==> src/rtl/tray_current_driver.sv <==
// Tray current driver: ramps the motor drive level toward the commanded current.
// Optional soft-start stepping is enabled by defining TRAY_SOFT_START_EN.
module tray_current_driver #(
  parameter int RAMP_DIV      = 64,
  parameter int SETTLE_CYCLES = 256,
  parameter int PWM_PRESCALE  = 4
) (
  input  logic       clk,
  input  logic       rst_n,
  input  logic       cmd_valid,
  output logic       cmd_ready,
  input  logic [1:0] action,
  input  logic [3:0] aicou,
  input  logic [1:0] main_station,
  output logic       pwm_out,
  output logic [3:0] cur_level,
  output logic       drv_busy,
  output logic       done,
  output logic       abort,
  output logic       cmd_err
);

  typedef enum logic [1:0] {
    IDLE,
    RAMP,
    SETTLE,
    DONE
  } state_t;

  localparam int SW = (SETTLE_CYCLES > 1) ? $clog2(SETTLE_CYCLES) : 1;
  localparam int PW = (PWM_PRESCALE > 1) ? $clog2(PWM_PRESCALE) : 1;
  localparam logic [SW-1:0] SET_MAX = SW'(SETTLE_CYCLES - 1);
  localparam logic [SW-1:0] SET_ONE = SW'(1);
  localparam logic [PW-1:0] PRE_MAX = PW'(PWM_PRESCALE - 1);
  localparam logic [PW-1:0] PRE_ONE = PW'(1);

  if (RAMP_DIV < 1 || SETTLE_CYCLES < 1 || PWM_PRESCALE < 1) begin : g_bad_cfg
    $error("tray_current_driver: parameters must be >= 1");
  end

  state_t        r_state;
  state_t        w_state_nxt;
  logic [3:0]    r_level;
  logic [3:0]    w_level_nxt;
  logic [3:0]    r_target;
  logic [3:0]    w_target_nxt;
  logic [SW-1:0] r_set;
  logic [SW-1:0] w_set_nxt;
  logic          r_err;
  logic          w_err_nxt;
  logic          r_abort;
  logic          w_abort_nxt;
  logic          w_pwr_on;
  logic          w_acc;

`ifdef TRAY_SOFT_START_EN
  localparam int RW = (RAMP_DIV > 1) ? $clog2(RAMP_DIV) : 1;
  localparam logic [RW-1:0] RAMP_MAX = RW'(RAMP_DIV - 1);
  localparam logic [RW-1:0] RAMP_ONE = RW'(1);

  logic [RW-1:0] r_ramp;
  logic [RW-1:0] w_ramp_nxt;
  logic [3:0]    w_step;

  assign w_step = (r_level < r_target) ? r_level + 4'd1 : r_level - 4'd1;
`endif

  logic [PW-1:0] r_pre;
  logic [3:0]    r_pwm_cnt;
  logic          r_pwm;

  assign w_pwr_on  = (main_station == 2'b11);
  assign cmd_ready = (r_state == IDLE) && !w_pwr_on;
  assign w_acc     = cmd_valid && cmd_ready;
  assign drv_busy  = (r_state != IDLE);
  assign done      = (r_state == DONE);
  assign cmd_err   = done && r_err;
  assign abort     = r_abort;
  assign cur_level = r_level;
  assign pwm_out   = r_pwm;

  always_ff @(posedge clk or negedge rst_n) begin
    if (!rst_n) r_state <= IDLE;
    else        r_state <= w_state_nxt;
  end

  always_comb begin
    w_state_nxt  = r_state;
    w_level_nxt  = r_level;
    w_target_nxt = r_target;
    w_set_nxt    = '0;
    w_err_nxt    = r_err;
    w_abort_nxt  = 1'b0;
`ifdef TRAY_SOFT_START_EN
    w_ramp_nxt   = '0;
`endif
    if (w_pwr_on) begin
      // Power on kills any command; only a busy driver reports it.
      w_state_nxt  = IDLE;
      w_level_nxt  = 4'd0;
      w_target_nxt = 4'd0;
      w_err_nxt    = 1'b0;
      w_abort_nxt  = drv_busy;
    end else begin
      unique case (r_state)
        IDLE: begin
          if (w_acc) begin
            unique case (1'b1)
              (action == 2'b01): begin
                w_target_nxt = aicou;
                w_err_nxt    = 1'b0;
                w_state_nxt  = RAMP;
              end
              (action == 2'b00): begin
                w_target_nxt = 4'd0;
                w_err_nxt    = 1'b0;
                w_state_nxt  = RAMP;
              end
              default: begin
                w_err_nxt    = 1'b1;
                w_state_nxt  = DONE;
              end
            endcase
          end
        end
        RAMP: begin
`ifdef TRAY_SOFT_START_EN
          if (r_level == r_target) begin
            w_state_nxt = SETTLE;
          end else if (r_ramp == RAMP_MAX) begin
            w_level_nxt = w_step;
            if (w_step == r_target) w_state_nxt = SETTLE;
          end else begin
            w_ramp_nxt = r_ramp + RAMP_ONE;
          end
`else
          w_level_nxt = r_target;
          w_state_nxt = SETTLE;
`endif
        end
        SETTLE: begin
          if (r_set == SET_MAX) w_state_nxt = DONE;
          else                  w_set_nxt   = r_set + SET_ONE;
        end
        DONE: begin
          w_state_nxt = IDLE;
        end
        default: begin
          w_state_nxt = IDLE;
        end
      endcase
    end
  end

  always_ff @(posedge clk or negedge rst_n) begin
    if (!rst_n) begin
      r_level  <= 4'd0;
      r_target <= 4'd0;
      r_set    <= '0;
      r_err    <= 1'b0;
      r_abort  <= 1'b0;
`ifdef TRAY_SOFT_START_EN
      r_ramp   <= '0;
`endif
    end else begin
      r_level  <= w_level_nxt;
      r_target <= w_target_nxt;
      r_set    <= w_set_nxt;
      r_err    <= w_err_nxt;
      r_abort  <= w_abort_nxt;
`ifdef TRAY_SOFT_START_EN
      r_ramp   <= w_ramp_nxt;
`endif
    end
  end

  // PWM timebase free-runs; level 0 keeps the pad low, 15 gives 15/16.
  always_ff @(posedge clk or negedge rst_n) begin
    if (!rst_n) begin
      r_pre     <= '0;
      r_pwm_cnt <= 4'd0;
      r_pwm     <= 1'b0;
    end else begin
      if (r_pre == PRE_MAX) begin
        r_pre     <= '0;
        r_pwm_cnt <= r_pwm_cnt + 4'd1;
      end else begin
        r_pre     <= r_pre + PRE_ONE;
      end
      r_pwm <= (r_pwm_cnt < r_level);
    end
  end

endmodule

==> config.mk <==
export PLATFORM = sky130hd
export DESIGN_NAME = tray_current_driver
export DESIGN_NICKNAME = d
export VERILOG_FILES = /design/src/rtl/tray_current_driver.sv
export SDC_FILE = /design/constraint.sdc
export NUM_CORES = 1
export LEC_CHECK = 0
export BUFFER_PORTS_ARGS = -buffer_cell sky130_fd_sc_hd__buf_2
export CORE_AREA = 5 5 74 76
export CTS_CLUSTER_DIAMETER = 50
export DETAILED_ROUTE_END_ITERATION = 8
export DIE_AREA = 0 0 79 81
export PLACE_DENSITY_LB_ADDON = 0.2
export REMOVE_ABC_BUFFERS = 1
export SKIP_LAST_GASP = 1
export SLEW_MARGIN = 20
export SYNTH_ARGS = -nofsm -noshare
export SYNTH_HDL_FRONTEND = slang
export SYNTH_SLANG_ARGS = --single-unit
==> constraint.sdc <==
create_clock -name clk -period 1.95 [get_ports clk]
set_input_delay 0.2925 -clock clk [delete_from_list [all_inputs] [get_ports clk]]
set_output_delay 0.2925 -clock clk [all_outputs]
set_load 0.03 [all_outputs]
; ---- After elaboration in Yosys (flattened, before gate mapping)
; Cells that the tools add are included.
[word_totals]
out_inout_bits = 10
ff_bits = 27
elab_cells = 57
inputBits = 11
[classes]
n_addsub = 3
n_lt_le_gt_ge = 1
n_eq_ne = 9
n_reduce_logical = 15
muxes = 20
[ops]
columns = op, n
row1 = 2-to-1 mux 8 bit, 3
row2 = 2-to-1 mux 4 bit, 5
row3 = 2-to-1 mux 2 bit, 5
row4 = adder 8 x 1 -> 8 bit (second input constant), 1
row5 = equality test 2 bit (second input constant), 4
row6 = equality test 8 bit (second input constant), 1
row7 = case mux 2 bit (4 select lines), 1
row8 = case mux 4 bit (2 select lines), 1
row9 = nonzero test 2 bit, 4
row10 = inequality test 3 bit (second input constant), 2
row11 = 2-to-1 mux 1 bit, 5
row12 = adder 4 x 1 -> 4 bit (second input constant), 1
row13 = equality test 2 x 1 -> 1 bit (second input constant), 2
row14 = logical NOT 2 bit, 2
row15 = < comparator 4 bit, 1
row16 = AND reduction 2 bit, 2
row17 = logical AND 1 bit, 3
row18 = AND reduction 3 bit, 1
row19 = nonzero test 3 bit, 1
row20 = adder 2 x 1 -> 2 bit (second input constant), 1
row21 = OR reduction 2 bit, 1
row22 = logical NOT 1 bit, 1

; ---- Longest topological paths before layout
; Gate-level depths: netlist of run 1.
[logic_depth]
word_depth = 7
depth_mapped = 6

; ---- Worst setup path before layout of run 1
; OpenSTA, ideal clock, no wires.
[synth_timing]
path_kind = register -> register
from = register r_state[0]
to = register r_target[0]
required_time_ns = 1.885
slack_ns = 0.105
t_arrival_ns = 1.780
synth_period_minus_slack_ns = 1.845
setup_time_ns = 0.065
path_stages_with_launch = 7
path_cell_list = dfrtp_1 > inv_1 > ha_1 > inv_1 > nor2_1 > and3_1 > a22o_1
[synth_via]
elab_chain_cells = 5
[synth_lines]
columns = element, line
row1 = from (decl), 41  ; state_t r_state;
row2 = from (signal assigned), 84  ; else r_state <= w_state_nxt;
row3 = logical NOT 2 bit, 73  ; assign cmd_ready = (r_state == IDLE) && !w_pwr_on;
row4 = logical AND 1 bit, 73
row5 = via cmd_ready, 11  ; output logic cmd_ready,
row6 = logical AND 1 bit, 74  ; assign w_acc = cmd_valid && cmd_ready;
row7 = nonzero test 2 bit (no line), --
row8 = AND reduction 3 bit (no line), --
row9 = to (signal assigned), 167  ; r_target <= w_target_nxt;
row10 = to (decl), 45  ; logic [3:0] r_target;
; The timed path passes the listed nets, and every way through them passes these cells.
; A chain may end at the register's enable or synchronous reset.

; ---- Final worst setup path of run 1
[layout_timing]
from = register r_state[1]
to = output port cmd_ready
[layout_via]
elab_chain_cells = 2
[layout_lines]
columns = element, line
row1 = logical NOT 2 bit, 73
row2 = logical AND 1 bit, 73
row3 = to (decl), 11
; No other way between the ends.

==> impl_metrics.json, run 1 <==
{
  "finalCritPeriodShare_pct": 92.2,
  "dp_hpwl_um": 1870,
  "status": "completed",
  "finalClockSkew_ns": 0.00105,
  "grt_first_pass_wirelength_um": 4330,
  "holdWs_ns": 0.0263,
  "relSlewSlack_pct": 58.1,
  "crit_required_ns": 1.66,
  "start_util_pct": 28.1,
  "ys_ff_latch": 27,
  "tritoncts": "done",
  "rsz0062_at_grt": "false",
  "r2r.worst_path.cells": 5,
  "grt_max_degree": 28,
  "synth_top_area_share_pct": 51.7,
  "wire_per_inst_um": 13.1,
  "ys_warn_count": 0,
  "dr_total_vias": 858,
  "clock_path_buffers": 2,
  "worstMarginPinSlew_ns": 0.628,
  "most-common-layout-cells": "27 x dfrtp_1, 20 x buf_2, 13 x nor2_1",
  "regToRegStartpoint": "r_set[0]",
  "ios": 21,
  "die_width_um": 79,
  "ys_seq_area_share_pct": 51.7,
  "final_common_cell": "dfrtp_1",
  "rows": 25,
  "cts.htree.levels": 1,
  "critPathLaunch": "r_state[1]",
  "final-setup-viol-count": 0,
  "crit_chain": "inv_1, ha_2, inv_1, nor2_1, buf_2",
  "cts_made_buffers": 3,
  "insertion_delay_ns": 0.27,
  "r2r_end": "r_state[1]",
  "drc": 0,
  "firstDrtPassIters": 4,
  "drive_gt1_share_pct": 22.6,
  "diodes": 0,
  "synth.distinct_cells": 31,
  "max_freq_mhz": 556,
  "slew_violations": 0,
  "place_ws_ns": 0.355,
  "cts_root_buffer": "clkbuf_8",
  "tns_ns": 0,
  "path_max_fanout": 4,
  "io_buffers": 20,
  "clock-sinks": 27,
  "antenna_found_initial": 0,
  "ir_worst_vdd_mv": 0.324,
  "grt_overflow": 0,
  "die_area_mm2": 0.00640,
  "fp.coreArea_mm2": 0.00466,
  "crit_top_cell": "inv_1",
  "rrSetupSlack_ns": 0.33,
  "dpl_cell_area_mm2": 0.00146,
  "hold_path.class": "input pin to async pin",
  "area_growth_syn_to_layout_pct": 15.0,
  "worst_slack_ns": 0.153,
  "hold_buffers": 0,
  "synth_area_per_cell_um2": 11.3,
  "p_total_w": 0.00153,
  "drt-initial-drc-count": 35,
  "gp_congestion": 0.696,
  "layout.nets": 160,
  "end_kind": "primary output",
  "cts_resized": 0,
  "vias_per_cell": 4.49,
  "die_h_um": 81,
  "worstPathArrival_ns": 1.50,
  "netlist_instances": 116,
  "grt_pass1_vias": 918,
  "worstSetupPathType": "register to primary output",
  "yosys.area.top_type": "dfrtp_1",
  "post_cts_buffers": 0,
  "drv_cap": 0,
  "clk_pin_slew_ns": 0.09,
  "p_leak_nw": 0.734,
  "wl_um": 2510,
  "power_density_mw_per_mm2": 1020,
  "max_stage_delay_ns": 0.41,
  "hold_viol": 0,
  "start_kind": "register",
  "finalInstanceArea_mm2": 0.00150,
  "crit_slowest_cell": "dfrtp_1",
  "syn_area_mm2": 0.00131,
  "grt_util_all_layers_pct": 8.61,
  "endpoint": "cmd_ready",
  "finalCriticalPeriod_ns": 1.80,
  "ant_nets": 0,
  "synth.area.top_cells": "dfrtp_1 52%, ha_1 11%, mux2i_1 3.8%"
}
synth_stat cells (all sizes together):
cell,instances
and4,1
a22o,4
nand4,2
ha,11
o21ai,2
and2,3
nand2b,1
nor2,13
xor2,4
mux2i,5
clkbuf,2
mux2,2
nand3,1
buf,1
a21o,2
xnor2,3
o31ai,2
o2111ai,1
dfrtp,27
nand2,6
and3,3
a21oi,6
or3,1
inv,8
a31oi,1
nand3b,1
nor2b,2
a211o,1
critical path, delay by kind of cell, from the launching register on:
kind          cells  cell delay, ns
fa+ha+maj         1            0.23
buf+inv           3            0.44
flops             1            0.41
simple gates      1            0.15
power by group:
| part | internal [W] | total (W) | switching [W] |
|---|---|---|---|
| Clock | 0.000143 | 0.000320 | 0.000177 |
| Sequential | 0.000630 | 0.000675 | 0.0000455 |
| Combinational | 0.000203 | 0.000535 | 0.000332 |
| Total | 0.000976 | 0.00153 | 0.000555 |
final cells by class:
type / instances / area, um2
Fill cell: 464 / 3160
Sequential cell: 27 / 676
Multi-Input combinational cell: 78 / 584
Timing Repair Buffer: 20 / 100
Tap cell: 54 / 67.6
Clock buffer: 3 / 41.3
Inverter: 8 / 30.0
Clock inverter: 1 / 5.00
cells by family (layout without fill, tap and decap cells):
family                   count (synthesis)  after routing  share of synthesized area (%)
AND/OR/NAND/NOR                         34             34                           13.4
multiplexers                             7              7                           5.55
AO/OA/AOI/OAI                           19             19                           10.3
adder cells (fa/ha/maj)                 11             11                           10.5
buffers and inverters                   11             32                           3.83
XOR/XNOR                                 7              7                           4.69
flip-flops                              27             27                           51.7
stage by stage:
step	utilization [%]	instances
after floorplan	-	113
after global placement	31.2	187
after detailed placement	31.2	187
after CTS	32.2	191
after global routing	32.3	191
final	32.3	191
registers in the layout (all words and copies together) (netlist names):
register / cells
cur_level: 4
r_pwm_cnt: 4
r_target: 4
r_set: 8
abort: 1
r_state: 2
r_pre: 2
pwm_out: 1
r_err: 1
per-layer routing:
metal / track usage [%] / vias up / routed length [um]
li1: - / 435 / -
met1: 10.4 / 408 / 1140
met2: 15.1 / 11 / 1260
met3: 1.22 / 4 / 65
met4: 4.12 / 0 / 46
met5: 0 / - / 0
worst min path at each step:
stage | slack, ns | from | cells after the start | endpoint
floorplan | -0.003 | rst_n | 0 | abort
global placement | 0.35 | rst_n | 1 | r_set[2]
detailed placement | 0.35 | rst_n | 1 | r_set[2]
CTS | 0.05 | rst_n | 1 | r_set[7]
global route | 0.08 | rst_n | 1 | r_set[7]
finish | 0.03 | rst_n | 1 | r_set[2]
(Power assumes the default switching activity.)
==> run 2: changes to the inputs <==
CORE_AREA = 2 2 71 73   (was 5 5 74 76)
DIE_AREA = 0 0 73 75   (was 0 0 79 81)
clock period = 2.1 ns   (was 1.95 ns; I/O delays follow)
==> impl_metrics.json, run 2 (synthesized netlist as in run 1, its figures left out) <==
{
  "power_density_mw_per_mm2": 951,
  "tns_ns": 0,
  "register_area_um2": 676,
  "io_buffers": 20,
  "end_kind": "primary output",
  "wire_per_inst_um": 12.9,
  "fillCellCount": 472,
  "gp_congestion": 0.777,
  "pwr-share-seq_pct": 44.0,
  "fp.coreArea_mm2": 0.00466,
  "grt_max_degree": 28,
  "p_switching_w": 0.000525,
  "drt-initial-drc-count": 22,
  "regToRegStartpoint": "r_set[0]",
  "final-setup-viol-count": 0,
  "clock_power_share_pct": 21.1,
  "finalClockSkew_ns": 0.00375,
  "crit_required_ns": 1.78,
  "tritoncts": "done",
  "vias_per_cell": 4.63,
  "start_util_pct": 28.1,
  "path_max_fanout": 4,
  "status": "completed",
  "largest_reg_flops": 8,
  "hold_path.class": "input pin to async pin",
  "cts.htree.levels": 1,
  "hold_buffers": 0,
  "place_ws_ns": 0.479,
  "r2r_end": "r_state[1]",
  "ir_worst_vdd_mv": 0.362,
  "multi_input_area_um2": 582,
  "finalCritPeriodShare_pct": 88.8,
  "grt_pass1_vias": 961,
  "most-common-layout-cells": "27 x dfrtp_1, 20 x buf_2, 13 x nor2_1",
  "diodes": 0,
  "swShare_pct": 36.7,
  "dr_total_vias": 884,
  "p_total_w": 0.00143,
  "drc": 0,
  "cts_root_buffer": "clkbuf_8",
  "clock_path_buffers": 2,
  "drive_gt1_share_pct": 21.9,
  "insertion_delay_ns": 0.27,
  "ant_nets": 0,
  "r2r.worst_path.cells": 5,
  "rsz0062_at_grt": "false",
  "worstMarginPinSlew_ns": 0.604,
  "dp_hpwl_um": 1900,
  "p_leak_nw": 0.732,
  "pwr-share-comb_pct": 34.9,
  "critPathLaunch": "r_state[1]",
  "cts_resized": 0,
  "layout.nets": 160,
  "cts_made_buffers": 3,
  "grt_first_pass_wirelength_um": 4330,
  "max_freq_mhz": 536,
  "ios": 21,
  "slew_violations": 0,
  "wl_um": 2460,
  "drv_cap": 0,
  "worstPathArrival_ns": 1.55,
  "relSlewSlack_pct": 59.7,
  "rows": 25,
  "area_growth_syn_to_layout_pct": 15.0,
  "grt_overflow": 0,
  "start_kind": "register",
  "worstSetupPathType": "register to primary output",
  "finalCriticalPeriod_ns": 1.86,
  "firstDrtPassIters": 4,
  "internal_power_w": 0.000906,
  "antenna_found_initial": 0,
  "post_cts_buffers": 0,
  "die_area_mm2": 0.00548,
  "die_width_um": 73,
  "final_common_cell": "dfrtp_1",
  "largest-register": "r_set",
  "die_h_um": 75,
  "clk_pin_slew_ns": 0.10,
  "hold_viol": 0,
  "rrSetupSlack_ns": 0.48,
  "clock-sinks": 27,
  "grt_util_all_layers_pct": 10.3,
  "worst_slack_ns": 0.235
}
## run 2: worst max-delay path by stage
stage,end,cells past startpoint
floorplan,r_target[0],6
global placement,cmd_ready,5
detailed placement,r_state[1],5
CTS,cmd_ready,5
global route,cmd_ready,5
finish,cmd_ready,5
## run 2: routing by layer
metal | up-vias | routed length, um | global-route usage, %
met3 | 4 | 54 | 1.34
met4 | 0 | 53 | 5.56
met2 | 13 | 1200 | 17.5
met5 | - | 0 | 0
li1 | 435 | - | -
met1 | 432 | 1160 | 12.8
## run 2: layout make-up
class / instances / share of cell area [%]
Multi-Input combinational cell: 78 / 38.7
Inverter: 8 / 2.00
Sequential cell: 27 / 44.9
Tap cell: 54 / 4.49
Timing Repair Buffer: 20 / 6.66
Clock buffer: 3 / 2.75
Clock inverter: 1 / 0.499
## run 2: worst max-delay path, cell delays in order, from the launching register on
cell	delay [ns]
dfrtp_1	0.41
inv_1	0.13
ha_1	0.25
inv_1	0.12
nor2_1	0.15
buf_2	0.22
## run 2: power groups by stage
| stage | clock network (W) | logic, W | registers, W |
|---|---|---|---|
| 6_report | 0.000301 | 0.000499 | 0.000630 |
| 4_1_cts | 0.000315 | 0.000508 | 0.000631 |
| 3_5_place_dp | 0 | 0.000507 | 0.000641 |
| 2_1_floorplan | 0 | 0.000343 | 0.000660 |
| 5_1_grt | 0.000342 | 0.000549 | 0.000639 |
| 3_3_place_gp | 0 | 0.000494 | 0.000637 |
## run 2: stage by stage
step           instances  util (%)  area [um2]  hold slack [ns]
2_1_floorplan        113         -        1290           0.0194
6_report             191      32.3        1500           0.0370
4_1_cts              191      32.3        1500           0.0588
5_1_grt              191      32.3        1500           0.0802
3_3_place_gp         187      31.2        1460            0.367
3_5_place_dp         187      31.2        1460            0.366
